<file path="config.mk">
export PLATFORM = sky130hd
export DESIGN_NAME = oram_access_ctrl
export DESIGN_NICKNAME = d
export VERILOG_FILES = /design/src/rtl/oram_access_ctrl.sv
export SDC_FILE = /design/constraint.sdc
export NUM_CORES = 1
export LEC_CHECK = 0
export CAP_MARGIN = 25
export CELL_PAD_IN_SITES_DETAIL_PLACEMENT = 0
export CELL_PAD_IN_SITES_GLOBAL_PLACEMENT = 1
export CORE_AREA = 2 2 246 248
export DETAILED_ROUTE_END_ITERATION = 16
export DIE_AREA = 0 0 248 250
export GPL_ROUTABILITY_DRIVEN = 0
export PLACE_DENSITY_LB_ADDON = 0.1
export SYNTH_ARGS = -nofsm -noshare
export SYNTH_HDL_FRONTEND = slang
export SYNTH_SLANG_ARGS = --single-unit
</file>
<file path="constraint.sdc">
create_clock -name clk -period 2.78 [get_ports clk]
set_clock_uncertainty 0.05 [all_clocks]
set_input_delay 0.556 -clock clk [delete_from_list [all_inputs] [get_ports clk]]
set_output_delay 0.556 -clock clk [all_outputs]
set_load 0.01 [all_outputs]
</file>
<file path="src/rtl/oram_access_ctrl.sv">
// One ORAM access: position-map remap, root-to-leaf path scrub, root re-insert; 2D+5-cycle fixed latency.
// No response backpressure, one access in flight; ORAM_STATS_EN adds saturating access/hit/overflow counters.
module oram_access_ctrl #(
  parameter int D     = 6,
  parameter int K     = 3,
  parameter int A     = 8,
  parameter int VW    = 8 * A,
  parameter int TUP_W = 1 + (D - 1) + D + VW
`ifdef ORAM_STATS_EN
  , parameter int CNT_W = 16
`endif
) (
  input  logic               clk,
  input  logic               rst_n,
  input  logic               req_valid,
  output logic               req_ready,
  input  logic               req_we,
  input  logic [D-1:0]       req_bnum,
  input  logic [VW-1:0]      req_wdata,
  output logic               rsp_valid,
  output logic [VW-1:0]      rsp_rdata,
  output logic               rsp_hit,
  output logic               overflow,
`ifdef ORAM_STATS_EN
  output logic [CNT_W-1:0]   stat_acc,
  output logic [CNT_W-1:0]   stat_hit,
  output logic [CNT_W-1:0]   stat_ovf,
`endif
  input  logic [D-2:0]       rnd_leaf,
  output logic               pm_re,
  output logic               pm_we,
  output logic [D-1:0]       pm_addr,
  output logic [D-1:0]       pm_wdata,
  input  logic [D-1:0]       pm_rdata,
  output logic               bk_re,
  output logic               bk_we,
  output logic [D-1:0]       bk_addr,
  output logic [K*TUP_W-1:0] bk_wdata,
  input  logic [K*TUP_W-1:0] bk_rdata
);
  localparam int LVL_W = $clog2(D);

  typedef enum logic [2:0] {IDLE, PM_RD, PM_WR, PATH_RD, PATH_WB, ROOT_RD, ROOT_WB, DONE} state_t;

  state_t            state_q, state_d;
  logic [D-1:0]      bnum_q, bnum_d;
  logic              we_q, we_d;
  logic [VW-1:0]     wdata_q, wdata_d;
  logic [D-2:0]      new_leaf_q, new_leaf_d;
  logic [D-2:0]      old_leaf_q, old_leaf_d;
  logic [VW-1:0]     val_q, val_d;
  logic              hit_q, hit_d;
  logic [LVL_W-1:0]  level_q, level_d;
  logic [D-1:0]      node_q, node_d;
  logic              ovf_q, ovf_d;
  logic [VW-1:0]     rsp_rdata_q, rsp_rdata_d;
  logic              rsp_hit_q, rsp_hit_d;
  logic              root_full;
  logic              found;
  logic              placed;
  logic [TUP_W-1:0]  tup;
  logic [TUP_W-1:0]  new_tup;

  assign pm_addr   = bnum_q;
  assign pm_wdata  = {1'b1, new_leaf_q};
  assign overflow  = ovf_q;
  assign rsp_rdata = rsp_rdata_q;
  assign rsp_hit   = rsp_hit_q;

  always_comb begin
    root_full = 1'b1;
    for (int j = 0; j < K; j++) begin
      root_full = root_full & bk_rdata[j*TUP_W + TUP_W - 1];
    end
  end

  always_comb begin
    state_d     = state_q;
    bnum_d      = bnum_q;
    we_d        = we_q;
    wdata_d     = wdata_q;
    new_leaf_d  = new_leaf_q;
    old_leaf_d  = old_leaf_q;
    val_d       = val_q;
    hit_d       = hit_q;
    level_d     = level_q;
    node_d      = node_q;
    ovf_d       = ovf_q;
    rsp_rdata_d = rsp_rdata_q;
    rsp_hit_d   = rsp_hit_q;
    req_ready   = 1'b0;
    rsp_valid   = 1'b0;
    pm_re       = 1'b0;
    pm_we       = 1'b0;
    bk_re       = 1'b0;
    bk_we       = 1'b0;
    bk_addr     = '0;
    bk_wdata    = bk_rdata;
    found       = hit_q;
    placed      = 1'b0;
    tup         = '0;
    new_tup     = {1'b1, new_leaf_q, bnum_q, (we_q ? wdata_q : val_q)};
    case (state_q)
      IDLE: begin
        req_ready = 1'b1;
        if (req_valid) begin
          bnum_d     = req_bnum;
          we_d       = req_we;
          wdata_d    = req_wdata;
          new_leaf_d = rnd_leaf;
          val_d      = '0;
          hit_d      = 1'b0;
          state_d    = PM_RD;
        end
      end
      PM_RD: begin
        pm_re   = 1'b1;
        state_d = PM_WR;
      end
      PM_WR: begin
        // An unmapped block still walks a random path so the access looks the same.
        pm_we      = 1'b1;
        old_leaf_d = pm_rdata[D-1] ? pm_rdata[D-2:0] : rnd_leaf;
        level_d    = '0;
        node_d     = D'(1);
        state_d    = PATH_RD;
      end
      PATH_RD: begin
        bk_re   = 1'b1;
        bk_addr = node_q - D'(1);
        state_d = PATH_WB;
      end
      PATH_WB: begin
        bk_we   = 1'b1;
        bk_addr = node_q - D'(1);
        for (int j = 0; j < K; j++) begin
          tup = bk_rdata[j*TUP_W +: TUP_W];
          if (tup[TUP_W-1] && (tup[VW +: D] == bnum_q)) begin
            bk_wdata[j*TUP_W + TUP_W - 1] = 1'b0;
            if (!found) begin
              val_d = tup[VW-1:0];
              found = 1'b1;
            end
          end
        end
        hit_d = found;
        if (level_q == LVL_W'(D - 1)) begin
          state_d = ROOT_RD;
        end else begin
          node_d  = {node_q[D-2:0], old_leaf_q[level_q]};
          level_d = level_q + LVL_W'(1);
          state_d = PATH_RD;
        end
      end
      ROOT_RD: begin
        bk_re   = 1'b1;
        state_d = ROOT_WB;
      end
      ROOT_WB: begin
        bk_we = 1'b1;
        for (int j = 0; j < K; j++) begin
          if (!placed && !bk_rdata[j*TUP_W + TUP_W - 1]) begin
            bk_wdata[j*TUP_W +: TUP_W] = new_tup;
            placed = 1'b1;
          end
        end
        if (root_full) ovf_d = 1'b1;
        rsp_rdata_d = val_q;
        rsp_hit_d   = hit_q;
        state_d     = DONE;
      end
      DONE: begin
        rsp_valid = 1'b1;
        state_d   = IDLE;
      end
      default: state_d = IDLE;
    endcase
  end

  always_ff @(posedge clk or negedge rst_n) begin
    if (!rst_n) begin
      state_q     <= IDLE;
      bnum_q      <= '0;
      we_q        <= 1'b0;
      wdata_q     <= '0;
      new_leaf_q  <= '0;
      old_leaf_q  <= '0;
      val_q       <= '0;
      hit_q       <= 1'b0;
      level_q     <= '0;
      node_q      <= '0;
      ovf_q       <= 1'b0;
      rsp_rdata_q <= '0;
      rsp_hit_q   <= 1'b0;
    end else begin
      state_q     <= state_d;
      bnum_q      <= bnum_d;
      we_q        <= we_d;
      wdata_q     <= wdata_d;
      new_leaf_q  <= new_leaf_d;
      old_leaf_q  <= old_leaf_d;
      val_q       <= val_d;
      hit_q       <= hit_d;
      level_q     <= level_d;
      node_q      <= node_d;
      ovf_q       <= ovf_d;
      rsp_rdata_q <= rsp_rdata_d;
      rsp_hit_q   <= rsp_hit_d;
    end
  end

`ifdef ORAM_STATS_EN
  logic [CNT_W-1:0] stat_acc_q, stat_acc_d;
  logic [CNT_W-1:0] stat_hit_q, stat_hit_d;
  logic [CNT_W-1:0] stat_ovf_q, stat_ovf_d;

  always_comb begin
    stat_acc_d = stat_acc_q;
    stat_hit_d = stat_hit_q;
    stat_ovf_d = stat_ovf_q;
    if ((state_q == IDLE) && req_valid && (stat_acc_q != '1)) stat_acc_d = stat_acc_q + CNT_W'(1);
    if ((state_q == DONE) && rsp_hit_q && (stat_hit_q != '1)) stat_hit_d = stat_hit_q + CNT_W'(1);
    if ((state_q == ROOT_WB) && root_full && (stat_ovf_q != '1)) stat_ovf_d = stat_ovf_q + CNT_W'(1);
  end

  always_ff @(posedge clk or negedge rst_n) begin
    if (!rst_n) begin
      stat_acc_q <= '0;
      stat_hit_q <= '0;
      stat_ovf_q <= '0;
    end else begin
      stat_acc_q <= stat_acc_d;
      stat_hit_q <= stat_hit_d;
      stat_ovf_q <= stat_ovf_d;
    end
  end

  assign stat_acc = stat_acc_q;
  assign stat_hit = stat_hit_q;
  assign stat_ovf = stat_ovf_q;
`endif
endmodule
</file>
==> results.sh <==
export IMPL_ff2ff_path_depth=10
export IMPL_synth_edf_count=0
export IMPL_grtUsageTotal_pct=23.3
export IMPL_violations="setup timing"
export IMPL_slowest_stage="dfrtp_1"
export IMPL_async_flop_share_pct=100
export IMPL_multi_input_area_mm2=0.00849
export IMPL_die_area_mm2=0.0620
export IMPL_ys_ff_latch=224
export IMPL_grt_max_degree=66
export IMPL_overflow=0
export IMPL_grt_setup_unrepaired="yes"
export IMPL_tritoncts="yes"
export IMPL_r2r_slack_ns=0.12
export IMPL_dp_hpwl_um=50800
export IMPL_vias_per_cell=4.79
export IMPL_num_vias=14600
export IMPL_postLayoutCellArea_mm2=0.0255
export IMPL_r2r_start="pm_addr[3]$_DFFE_PN0P_"
export IMPL_power_total_mw=20.1
export IMPL_min_period_ns=3.06
export IMPL_p_leak_nw=10.7
export IMPL_crit_fanout=7
export IMPL_worst_hold_path_num_cells=2
export IMPL_drc=0
export IMPL_path_cells="nor2b_4, buf_6, nand2_8, nor3_4, buf_12, buf_12, buf_16, mux2_4, buf_6"
export IMPL_whs_ns=0.422
export IMPL_setup_violations=224
export IMPL_syn_num_nets=1755
export IMPL_path_buf_inv=5
export IMPL_dr_pass1_iters=9
export IMPL_slew_viol_final=0
export IMPL_postRouteAntennaNets=0
export IMPL_crit_family="buffers and inverters"
export IMPL_port_buffers=629
export IMPL_area_growth_pct=94.3
export IMPL_fin_ws_ns=-0.282
export IMPL_layout_nets=2563
export IMPL_drt_iter0_markers=1025
export IMPL_period_share_pct=110
export IMPL_yosys_top_cells_count="224 x dfrtp_1, 219 x nor2_1, 214 x nand2_1, 203 x a21oi_1, 133 x mux2i_1"
export IMPL_grt_pass1_wl_um=106000
export IMPL_ir_worst_vdd_mv=0.503
export IMPL_wirelength_um=75900
export IMPL_wl_per_cell_um=24.9
export IMPL_die_height_um=250
export IMPL_critPathCaptureType="primary output"
export IMPL_yosys_warnings=0
export IMPL_dp_cells=2841
export IMPL_synth_top_cell_by_area="dfrtp_1"
export IMPL_fillers=5840
export IMPL_clock_latency_ns=0.57
export IMPL_synthTopCellsByArea="dfrtp_1 43%, mux2i_1 10%, mux2_2 9.4%"
export IMPL_ys_seq_area_share_pct=42.8
export IMPL_hp_start="rsp_rdata[21]$_DFFE_PN0P_"
export IMPL_synth_cells=1439
export IMPL_syn_avg_cell_area_um2=9.11
export IMPL_hold_path_endpoint="rsp_rdata[21]$_DFFE_PN0P_"
export IMPL_start_util_pct=22.0
export IMPL_setup_worst_path_class="flip-flop to primary output"
export IMPL_cp_slowest_stage_delay_ns=0.40
export IMPL_worst_setup_path_start_kind="flip-flop"
export IMPL_hold_violations=0
export IMPL_final_cells=3053
export IMPL_h_tree_depth=1
export IMPL_cp_arrival_ns=2.46
export IMPL_io_pins=631
export IMPL_fp_row_count=90
export IMPL_ys_types=40
export IMPL_status="finished, violations left"
export IMPL_synth_area_mm2=0.0131
export IMPL_worst_slew_pin_transition_ns=0.884
export IMPL_clkSinkCount=224
export IMPL_cts_buffer_depth=3
export IMPL_antenna_found_initial=10
export IMPL_seq_area_mm2=0.00561
export IMPL_drv_cap=0
export IMPL_grt_pass1_vias=15100
export IMPL_powerDensity_mw_per_mm2=788
export IMPL_synth_most_common_cell="dfrtp_1"
export IMPL_synth_top_area_share_pct=42.8
export IMPL_cp_data_required_time_ns=2.17
export IMPL_hold_path_class="flip-flop to flip-flop"
export IMPL_timing_rr_end="val_q[18]$_DFFE_PN0P_"
export IMPL_synth_flop_cell="dfrtp_1"
export IMPL_dpl_cell_area_mm2=0.0210
export IMPL_slew_headroom_pct=41.1
export IMPL_tns_ns=-34.08
export IMPL_fmax_ghz=0.327
export IMPL_cts_buffers=30
export IMPL_clk_pin_slew_ns=0.06
export IMPL_drive_gt1_share_pct=43.2
export IMPL_cts_root_buf="clkbuf_16"
export IMPL_core_area_mm2=0.0596
export IMPL_die_x_um=248
[repair_timing]
| action | 4_1_cts | 5_1_grt |
|---|---|---|
| buffers inserted | 94 | 47 |
| cloned | 29 | 7 |
| hold endpoints to repair | 51 | 0 |
| setup endpoints to repair | 237 | 239 |
| gates resized for setup | 1227 | 407 |
| hold buffers | 1 | 0 |
| pin swaps | 27 | 21 |
[cells in the final DEF, fill, tap and decap left out, types with 4 or more instances in the layout]
master,count
dlygate4sd2_1,12
buf_2,163
nor2_1,74
xnor2_2,5
nor2_2,72
o21ai_0,13
clkdlybuf4s50_1,387
nor2_4,74
inv_1,4
mux2_2,77
mux2i_1,128
xnor2_1,13
mux2i_2,5
buf_12,61
clkbuf_8,7
buf_6,124
mux2_4,32
buf_4,87
dfrtp_2,4
dfrtp_1,219
buf_8,35
a21oi_4,15
a21oi_2,133
nand3_1,5
clkbuf_1,9
diode_2,6
a21oi_1,55
a222oi_1,64
clkbuf_16,38
nor3_1,4
buf_16,22
nand2_1,212
o21ai_1,60
[worst max-delay path by stage]
| stage | slack, ns | to | startpoint | cells past startpoint |
|---|---|---|---|---|
| after CTS | -0.35 | bk_wdata[89] | state_q[0]$_DFFE_PN0P_ | 11 |
| after global routing | -0.38 | bk_wdata[90] | state_q[0]$_DFFE_PN0P_ | 12 |
| final | -0.28 | bk_wdata[218] | state_q[0]$_DFFE_PN0P_ | 9 |
| after floorplan | 0.43 | bk_wdata[170] | bk_rdata[151] | 7 |
| after global placement | -0.53 | bk_wdata[214] | bk_rdata[75] | 8 |
| after detailed placement | -0.50 | bk_wdata[214] | bk_rdata[75] | 8 |
[final cells by class]
cell class	count	share of cell area [%]
tap	782	3.84
clock inverter	3	0.0688
sequential	224	22.0
timing repair buffer	903	37.0
antenna	6	0.0590
inverter	4	0.0590
multi-input combinational	1084	33.3
clock buffer	47	3.56
[power by group]
group	switching, mW	leakage (nW)	internal [mW]	total, mW
Sequential	0.917	2.94	4.42	5.33
Clock	1.53	0.451	2.20	3.72
Combinational	5.69	7.30	5.32	11.0
[tightest hold or removal path, cell delays in order (launching register included)]
cell,delay [ns]
dfrtp_1,0.34
nand2_1,0.05
nand2_1,0.06
[registers in the layout (all words and copies together) (netlist names)]
| name | cells |
|---|---|
| hit_q | 1 |
| level_q | 3 |
| new_leaf_q | 5 |
| node_q | 6 |
| old_leaf_q | 5 |
| overflow | 1 |
| pm_addr | 6 |
| rsp_hit | 1 |
| rsp_rdata | 64 |
| state_q | 3 |
| val_q | 64 |
| wdata_q | 64 |
| we_q | 1 |
[kinds of logic (layout without fill, tap and decap cells)]
| family | Yosys count | after routing | share of synthesized area, % |
|---|---|---|---|
| AND/OR/NAND/NOR | 463 | 463 | 13.9 |
| AO/OA/AOI/OAI | 350 | 350 | 16.1 |
| multiplexers | 243 | 243 | 19.7 |
| flip-flops | 224 | 224 | 42.8 |
| buffers and inverters | 131 | 957 | 5.46 |
| XOR/XNOR | 24 | 24 | 1.83 |
| adder cells (fa/ha/maj) | 3 | 3 | 0.286 |
| other | 1 | 7 | 0.0286 |
[metal layers]
| layer | up-vias | wire length (µm) | track usage, % | part of all wire (%) |
|---|---|---|---|---|
| li1 | 6748 | - | - | - |
| met3 | 96 | 5550 | 6.01 | 7.3 |
| met4 | 6 | 2150 | 6.45 | 2.8 |
| met2 | 533 | 37700 | 40.2 | 50 |
| met5 | - | 41 | 0 | 0.054 |
| met1 | 7254 | 30500 | 28.4 | 40 |
[metrics by stage]
| step | setup slack [ns] | utilization, % |
|---|---|---|
| 3_3_place_gp | -0.526 | 35.3 |
| 2_1_floorplan | 0.427 | - |
| 5_1_grt | -0.381 | 42.7 |
| 3_5_place_dp | -0.497 | 35.3 |
| 4_1_cts | -0.350 | 40.0 |
| 6_report | -0.282 | 42.8 |
No activity file was read; power rests on OpenSTA's default activity.
